**config.mk**
```make
export PLATFORM = sky130hd
export DESIGN_NAME = io_sequencer
export DESIGN_NICKNAME = d
export VERILOG_FILES = /design/src/rtl/io_sequencer.sv
export SDC_FILE = /design/constraint.sdc
export NUM_CORES = 1
export LEC_CHECK = 0
export BUFFER_PORTS_ARGS = -buffer_cell sky130_fd_sc_hd__buf_2
export CORE_ASPECT_RATIO = 1.4
export CORE_MARGIN = 10
export CORE_UTILIZATION = 51
export DETAILED_ROUTE_END_ITERATION = 8
export PLACE_DENSITY = 0.84
export REMOVE_ABC_BUFFERS = 1
export SLEW_MARGIN = 20
export SYNTH_ARGS = -nofsm -noshare
export SYNTH_HDL_FRONTEND = slang
export SYNTH_SLANG_ARGS = --single-unit
export TNS_END_PERCENT = 5
```
**constraint.sdc**
```tcl
create_clock -name clk -period 1.93 [get_ports clk]
set_input_delay 0.386 -clock clk [delete_from_list [all_inputs] [get_ports clk]]
set_output_delay 0.386 -clock clk [all_outputs]
set_load 0.01 [all_outputs]
```
**src/rtl/io_sequencer.sv**
```systemverilog
// CPMath I/O sequencer: serves IN (switches -> stdin) and OUT
// (binary -> BCD -> 7-seg) requests one at a time for the control unit.
module io_sequencer #(
  parameter int DATA_W   = 16,
  parameter int CONV_CYC = 16
) (
  input  logic              clk,
  input  logic              reset,
  input  logic              in_req,
  input  logic              out_req,
  input  logic [DATA_W-1:0] out_data,
  input  logic [DATA_W-1:0] switch,
  input  logic              confirm,
  output logic [DATA_W-1:0] stdin,
  output logic              in_done,
  output logic              out_done,
  output logic              busy,
  output logic              ovf,
  output logic [6:0]        display0,
  output logic [6:0]        display1,
  output logic [6:0]        display2
);

  localparam int CW    = $clog2(CONV_CYC);
  localparam int BCD_W = 20;

  typedef enum logic [1:0] {
    IDLE,
    IN_WAIT,
    OUT_CONV,
    OUT_DONE
  } state_t;

  state_t             state, state_nxt;
  logic [DATA_W-1:0]  shreg;
  logic [BCD_W-1:0]   bcd, bcd_adj;
  logic [BCD_W+DATA_W-1:0] step;
  logic [CW-1:0]      cnt;
  logic               sync1, sync2, prev;
  logic               conf_rise;

  function automatic logic [6:0] seg(input logic [3:0] d);
    unique case (d)
      4'd0:    seg = 7'b1000000;
      4'd1:    seg = 7'b1111001;
      4'd2:    seg = 7'b0100100;
      4'd3:    seg = 7'b0110000;
      4'd4:    seg = 7'b0011001;
      4'd5:    seg = 7'b0010010;
      4'd6:    seg = 7'b0000010;
      4'd7:    seg = 7'b1111000;
      4'd8:    seg = 7'b0000000;
      4'd9:    seg = 7'b0010000;
      default: seg = 7'b1111111;
    endcase
  endfunction

  assign conf_rise = sync2 & ~prev;
  assign busy      = (state != IDLE);

  // One double-dabble step: add 3 to every nibble >= 5, then shift.
  always_comb begin
    bcd_adj = bcd;
    for (int i = 0; i < BCD_W / 4; i++) begin
      if (bcd[i*4 +: 4] >= 4'd5)
        bcd_adj[i*4 +: 4] = bcd[i*4 +: 4] + 4'd3;
    end
    step = {bcd_adj, shreg} << 1;
  end

  always_comb begin
    state_nxt = state;
    unique case (state)
      IDLE: begin
        if (out_req)     state_nxt = OUT_CONV;
        else if (in_req) state_nxt = IN_WAIT;
      end
      IN_WAIT: begin
        if (conf_rise) state_nxt = IDLE;
      end
      OUT_CONV: begin
        if (cnt == CW'(CONV_CYC - 1)) state_nxt = OUT_DONE;
      end
      OUT_DONE: state_nxt = IDLE;
      default:  state_nxt = IDLE;
    endcase
  end

  always_ff @(posedge clk or negedge reset) begin
    if (!reset) begin
      state <= IDLE;
      sync1 <= 1'b0;
      sync2 <= 1'b0;
      prev  <= 1'b0;
    end else begin
      state <= state_nxt;
      sync1 <= confirm;
      sync2 <= sync1;
      prev  <= sync2;
    end
  end

  always_ff @(posedge clk or negedge reset) begin
    if (!reset) begin
      shreg    <= '0;
      bcd      <= '0;
      cnt      <= '0;
      stdin    <= '0;
      in_done  <= 1'b0;
      out_done <= 1'b0;
      ovf      <= 1'b0;
      display0 <= 7'b1000000;
      display1 <= 7'b1000000;
      display2 <= 7'b1000000;
    end else begin
      in_done  <= 1'b0;
      out_done <= 1'b0;
      unique case (state)
        IDLE: begin
          if (out_req) begin
            shreg <= out_data;
            bcd   <= '0;
            cnt   <= '0;
          end
        end
        IN_WAIT: begin
          if (conf_rise) begin
            stdin   <= switch;
            in_done <= 1'b1;
          end
        end
        OUT_CONV: begin
          bcd   <= step[BCD_W+DATA_W-1:DATA_W];
          shreg <= step[DATA_W-1:0];
          cnt   <= cnt + 1'b1;
        end
        OUT_DONE: begin
          display0 <= seg(bcd[3:0]);
          display1 <= seg(bcd[7:4]);
          display2 <= seg(bcd[11:8]);
          ovf      <= (bcd[19:12] != '0);
          out_done <= 1'b1;
        end
        default: ;
      endcase
    end
  end

endmodule
```
### Yosys cells after proc, flatten, opt, wreduce, memory -nomap -nowiden

Memories as Yosys holds them, arrays and structs flattened. A register that Yosys moved wholly into a read port is not among the register bits.
Cells that the tools add are included.

| storage, ports and cells | value |
|---|---|
| word-level logic and storage cells | 64 |
| bits in registers | 64 |
| memories kept | 3 |
| memory bits (read-only) | 336 |

Memories:

| name | words | bits a word | rd ports | clocked after memory_dff | write ports | RTL line | RTL |
|---|---|---|---|---|---|---|---|
| (name not given) | 16 | 7 | 1 | 1 | 0 | 43 | `unique case (d)` |
| (name not given) | 16 | 7 | 1 | 1 | 0 | 43 |  |
| (name not given) | 16 | 7 | 1 | 1 | 0 | 43 |  |

| cells by class | value |
|---|---|
| equality and inequality tests | 8 |
| reductions and logical operators | 10 |
| add/sub/neg operators | 6 |
| magnitude comparators | 5 |
| bitwise gates (word level) | 2 |
| mux-type cells | 19 |

Operators by type and width:

| operator | count |
|---|---|
| one-hot mux 20 bit (2 select lines) | 1 |
| one-hot mux 16 bit (2 select lines) | 1 |
| >= comparator 4 x 3 -> 1 bit, second input constant | 5 |
| 2-to-1 mux 20 bit | 1 |
| 2-to-1 mux 4 bit | 5 |
| adder 4 x 2 -> 4 bit, second input constant | 4 |
| 2-to-1 mux 16 bit | 1 |
| 2-to-1 mux 2 bit | 4 |
| one-hot mux 2 bit (4 select lines) | 1 |
| one-hot mux 4 bit (2 select lines) | 1 |
| nonzero test 8 bit | 1 |
| inequality test 2 bit, second input constant | 3 |
| adder 4 x 1 -> 4 bit, second input constant | 1 |
| equality test 2 bit, second input constant | 2 |
| equality test 4 bit, second input constant | 1 |
| AND reduction 2 bit | 2 |
| nonzero test 2 bit | 2 |
| adder 3 x 2 -> 3 bit, second input constant | 1 |
| logical NOT 1 bit | 3 |
| 2-to-1 mux 1 bit | 3 |
| 2-to-1 mux 3 bit | 1 |
| inequality test 3 bit, second input constant | 1 |
| AND reduction 3 bit | 1 |
| equality test 2 x 1 -> 1 bit, second input constant | 1 |
| 3 further kinds | 3 |

### Longest topological paths before layout

| depth | value |
|---|---|
| depth after elaboration | 4 |
| mapped depth | 6 |

### Least setup slack after synthesis

OpenSTA, ideal clock, no wires.

| timing | value |
|---|---|
| path kind | flip-flop to output port |
| start point | register state[0] |
| end point | output port busy |
| setup slack | 392 ps |
| arrival time | 1152 ps |
| path buffers | 2 |
| cell stages (with the launch flop) | 4 |
| cell sequence | dfrtp_1 > clkbuf_1 > clkbuf_1 > or2_2 |

| between the ends | value |
|---|---|
| word-level cells in the longest chain between the ends | 1 |

RTL lines:

| what | RTL line | RTL |
|---|---|---|
| from (decl) | 34 | `state_t state, state_nxt;` |
| from (signal assigned) | 96 | `state <= state_nxt;` |
| nonzero test 2 bit | 59 | `assign busy = (state != IDLE);` |
| to (decl) | 17 | `output logic busy,` |

Every way passes these cells.

### Worst setup path in the final report

Ends and elaborated chain as after synthesis.

==> results.md <==
- Yosys cell types: 37
- Gate Count Post-Synth: ~420
- Fraction of the cycle the final worst path needs: 0.926
- Post-Synth Adder-Cell Area: 0.0651
- Final #Nets: 556
- CP startpoint kind: flop
- Hpwl dp: 6970 µm
- Placed cell areas: 4760 µm²
- Req. time, crit path: 1.54 ns
- Placer congestion estimate: 0.883
- Max-cap violations: 0
- Core Util, Final: 0.623
- CTS Buf Count: 9
- Layout area overhead: 19.4%
- Vias: about 3400
- Largest family of logic cells by synthesized area: compound AO/OA/AOI/OAI gates
- # rows: 39
- Leading area contributor after synthesis: dfrtp_1
- CTS max path bufs: 2
- Insertion delay to the later sink of the worst-skew pair: roughly 0.33 ns
- Pleak: 2.46 nW
- Tightest Pin Transition: approximately 0.59 ns
- Initial antenna violation count: 0
- Yosys reg bits: 85
- Grt ovf: 0
- Clock root buffer: clkbuf_16
- All-Layer GR Usage: 0.152
- Initial Utilization: 0.522
- Final wirelength: 9350 µm
- Top achievable clock speed: 0.559 GHz
- Synth Area in XOR/XNOR: 0.0145
- Slowest Stage Delay on Critical Path: between 0.4 and 0.5 ns
- Slew HR: 0.603
- Residual DRC: 0
- Port bufs: 77
- Pwr dens: 1720 nW/µm²
- Vias in the first global route: 3498
- Post-route ant nets: 0
- # diodes: 0
- Count leader, synth: dfrtp_1
- Die extent in x: 96.9 µm
- Clock Sinks: between 80 and 90
- Synth Area in Compound Gates: 0.198
- Endpoints failing hold: 0
- CTS clock-pin slew for the worst setup and hold paths: 0.06 ns
- Mapped Area: 4230 µm²
- 1st-iter DRT viols: 187
- Reg2Reg Setup Slack: 0.20 ns
- Max Fanout on Critical Path: 12
- Number of enable flip-flop cells after synthesis: 0
- Post-synthesis mux area share: 0.0595
- Status: completed
- Post-synth top area share: 0.486
- Drt first pass iters: 4
- Commonest register cell after synthesis: dfrtp_1
- RSZ-0062 raised after global routing: no
- Setup Fix Bufs, Post-CTS: 0
- Core area: 8100 µm²
- Critical-path top delay cell: dfrtp_1
- Sequential-to-total area share from yosys stat: 0.504
- H-Tree Depth: 3
- Commonest cells post-synth: dfrtp_1, o21ai_0, nand2_1, a21oi_1
- Async SR Flop Fraction: 1.00
- Mean routed wirelength per cell: approximately 15 µm
- I/O Pins: 78
- Cts repair resizes: 0
- Skew final: 0.00513 ns
- Vias per cell: 5.58
- Hold Path Class: input pin to async pin
- Final Critical Period: 1.79 ns
- Peak VDD IR: 0.000746 V
- Max Slew Vio Count: 0
- Worst path cell trace: buf_4 > or2_2 > buf_2
- Die footprint: between 10000 and 15000 µm²
- Synth area leaders: dfrtp_1, ha_1, o21ai_0
- Design area: 5050 µm²
- Die Ht: 128 µm
- Crit. End Element: output pin
- First-pass GRT wire length: 16000 µm
- Critical path class: flop to output pin
- Critical Path AT: 1.40 ns
- Synth Area in Simple Gates: 0.113
- CTS tree: done
- Setup-failing EPs final: 0
- Fraction of layout instances using a drive strength above 1: 0.241
- Largest net degree at the start of global routing: 40
- YS warnings: 0
- # hold bufs at CTS: 0
- Syn avg cell area: 10.1 µm²
-- worst paths after layout --
check,startpoint,cells past startpoint,end
max reg2reg,bcd[1]$_DFFE_PN0P_,6,bcd[2]$_DFFE_PN0P_
min in group clk,confirm,1,sync1$_DFF_PN0_
max,state[0]$_DFFE_PN0P_,3,busy
min,reset,1,display2[5]$_DFFE_PN0P_
min reg2reg,sync1$_DFF_PN0_,0,sync2$_DFF_PN0_
max in group asynchronous,reset,2,sync1$_DFF_PN0_
-- state kept, by name, summed over array words and instances, names as in the netlist, 2 cells and up --
| signal | count |
|---|---|
| stdin | 16 |
| display1 | 7 |
| shreg | 16 |
| bcd | 20 |
| state | 2 |
| display0 | 7 |
| display2 | 7 |
| cnt | 4 |
-- kinds of logic (layout without fill, tap and decap cells) --
logic type      after synthesis  after routing
compound gates              139            139
simple gates                 95             95
flops                        85             85
buf+inv                      48            131
mux                          23             23
fa+ha+maj                    22             22
xor+xnor                      7              7
-- metal layers --
| layer | wire length (µm) | GRT usage | up-vias |
|---|---|---|---|
| li1 | - | - | 1637 |
| met4 | 191 | 0.0748 | 0 |
| met1 | 3730 | 0.163 | 1654 |
| met5 | 0 | 0 | - |
| met2 | 4980 | 0.271 | 68 |
| met3 | 453 | 0.0399 | 12 |
-- area by class of cell --
cell class              instances  area (µm²)
repair buffers                 93         520
multi-input cells             286        1900
fillers                       694        3050
clock buffers                  15         278
flip-flops and latches         85        2130
well taps                     102         128
inverters                      22        82.6
clock inverters                 1        5.00
-- critical path: cells and delay by family, from the launching register on --
family                 cells  cell delay (ns)
buffers and inverters      2             0.35
and+or+nand+nor            1             0.29
DFF                        1             0.42
-- per-stage QoR --
step	setup slack [ns]	power [mW]	TNS, ns	hold slack [ns]	cells
2_1_floorplan	-0.205	5.70	-4.43	0.0904	393
3_3_place_gp	0.325	6.85	0	0.334	588
3_5_place_dp	0.227	7.07	0	0.346	588
4_1_cts	0.131	8.73	0	0.0356	604
5_1_grt	0.0931	9.41	0	0.0615	604
6_report	0.142	8.66	0	0.0235	604
-- cells in the final DEF (no fill, tap or decap), types with 13 or more instances in the layout --
cell type | Yosys | layout
nor2_1 | 13 | 13
nor2b_1 | 19 | 18
a22oi_1 | 16 | 16
nand2_1 | 38 | 38
o21ai_0 | 47 | 47
dfrtp_1 | 82 | 82
ha_1 | 22 | 22
buf_4 | 2 | 16
inv_1 | 22 | 22
buf_2 | 6 | 76
a21oi_1 | 36 | 36
-- power by group --
| group | internal, mW | total (mW) | switching (mW) | leakage (nW) |
|---|---|---|---|---|
| Sequential | 2.52 | 3.19 | 0.670 | 1.07 |
| Combinational | 1.70 | 3.85 | 2.14 | 1.25 |
| Clock | 0.977 | 1.62 | 0.646 | 0.140 |
Note: power is estimated with default switching activity, not from simulation.
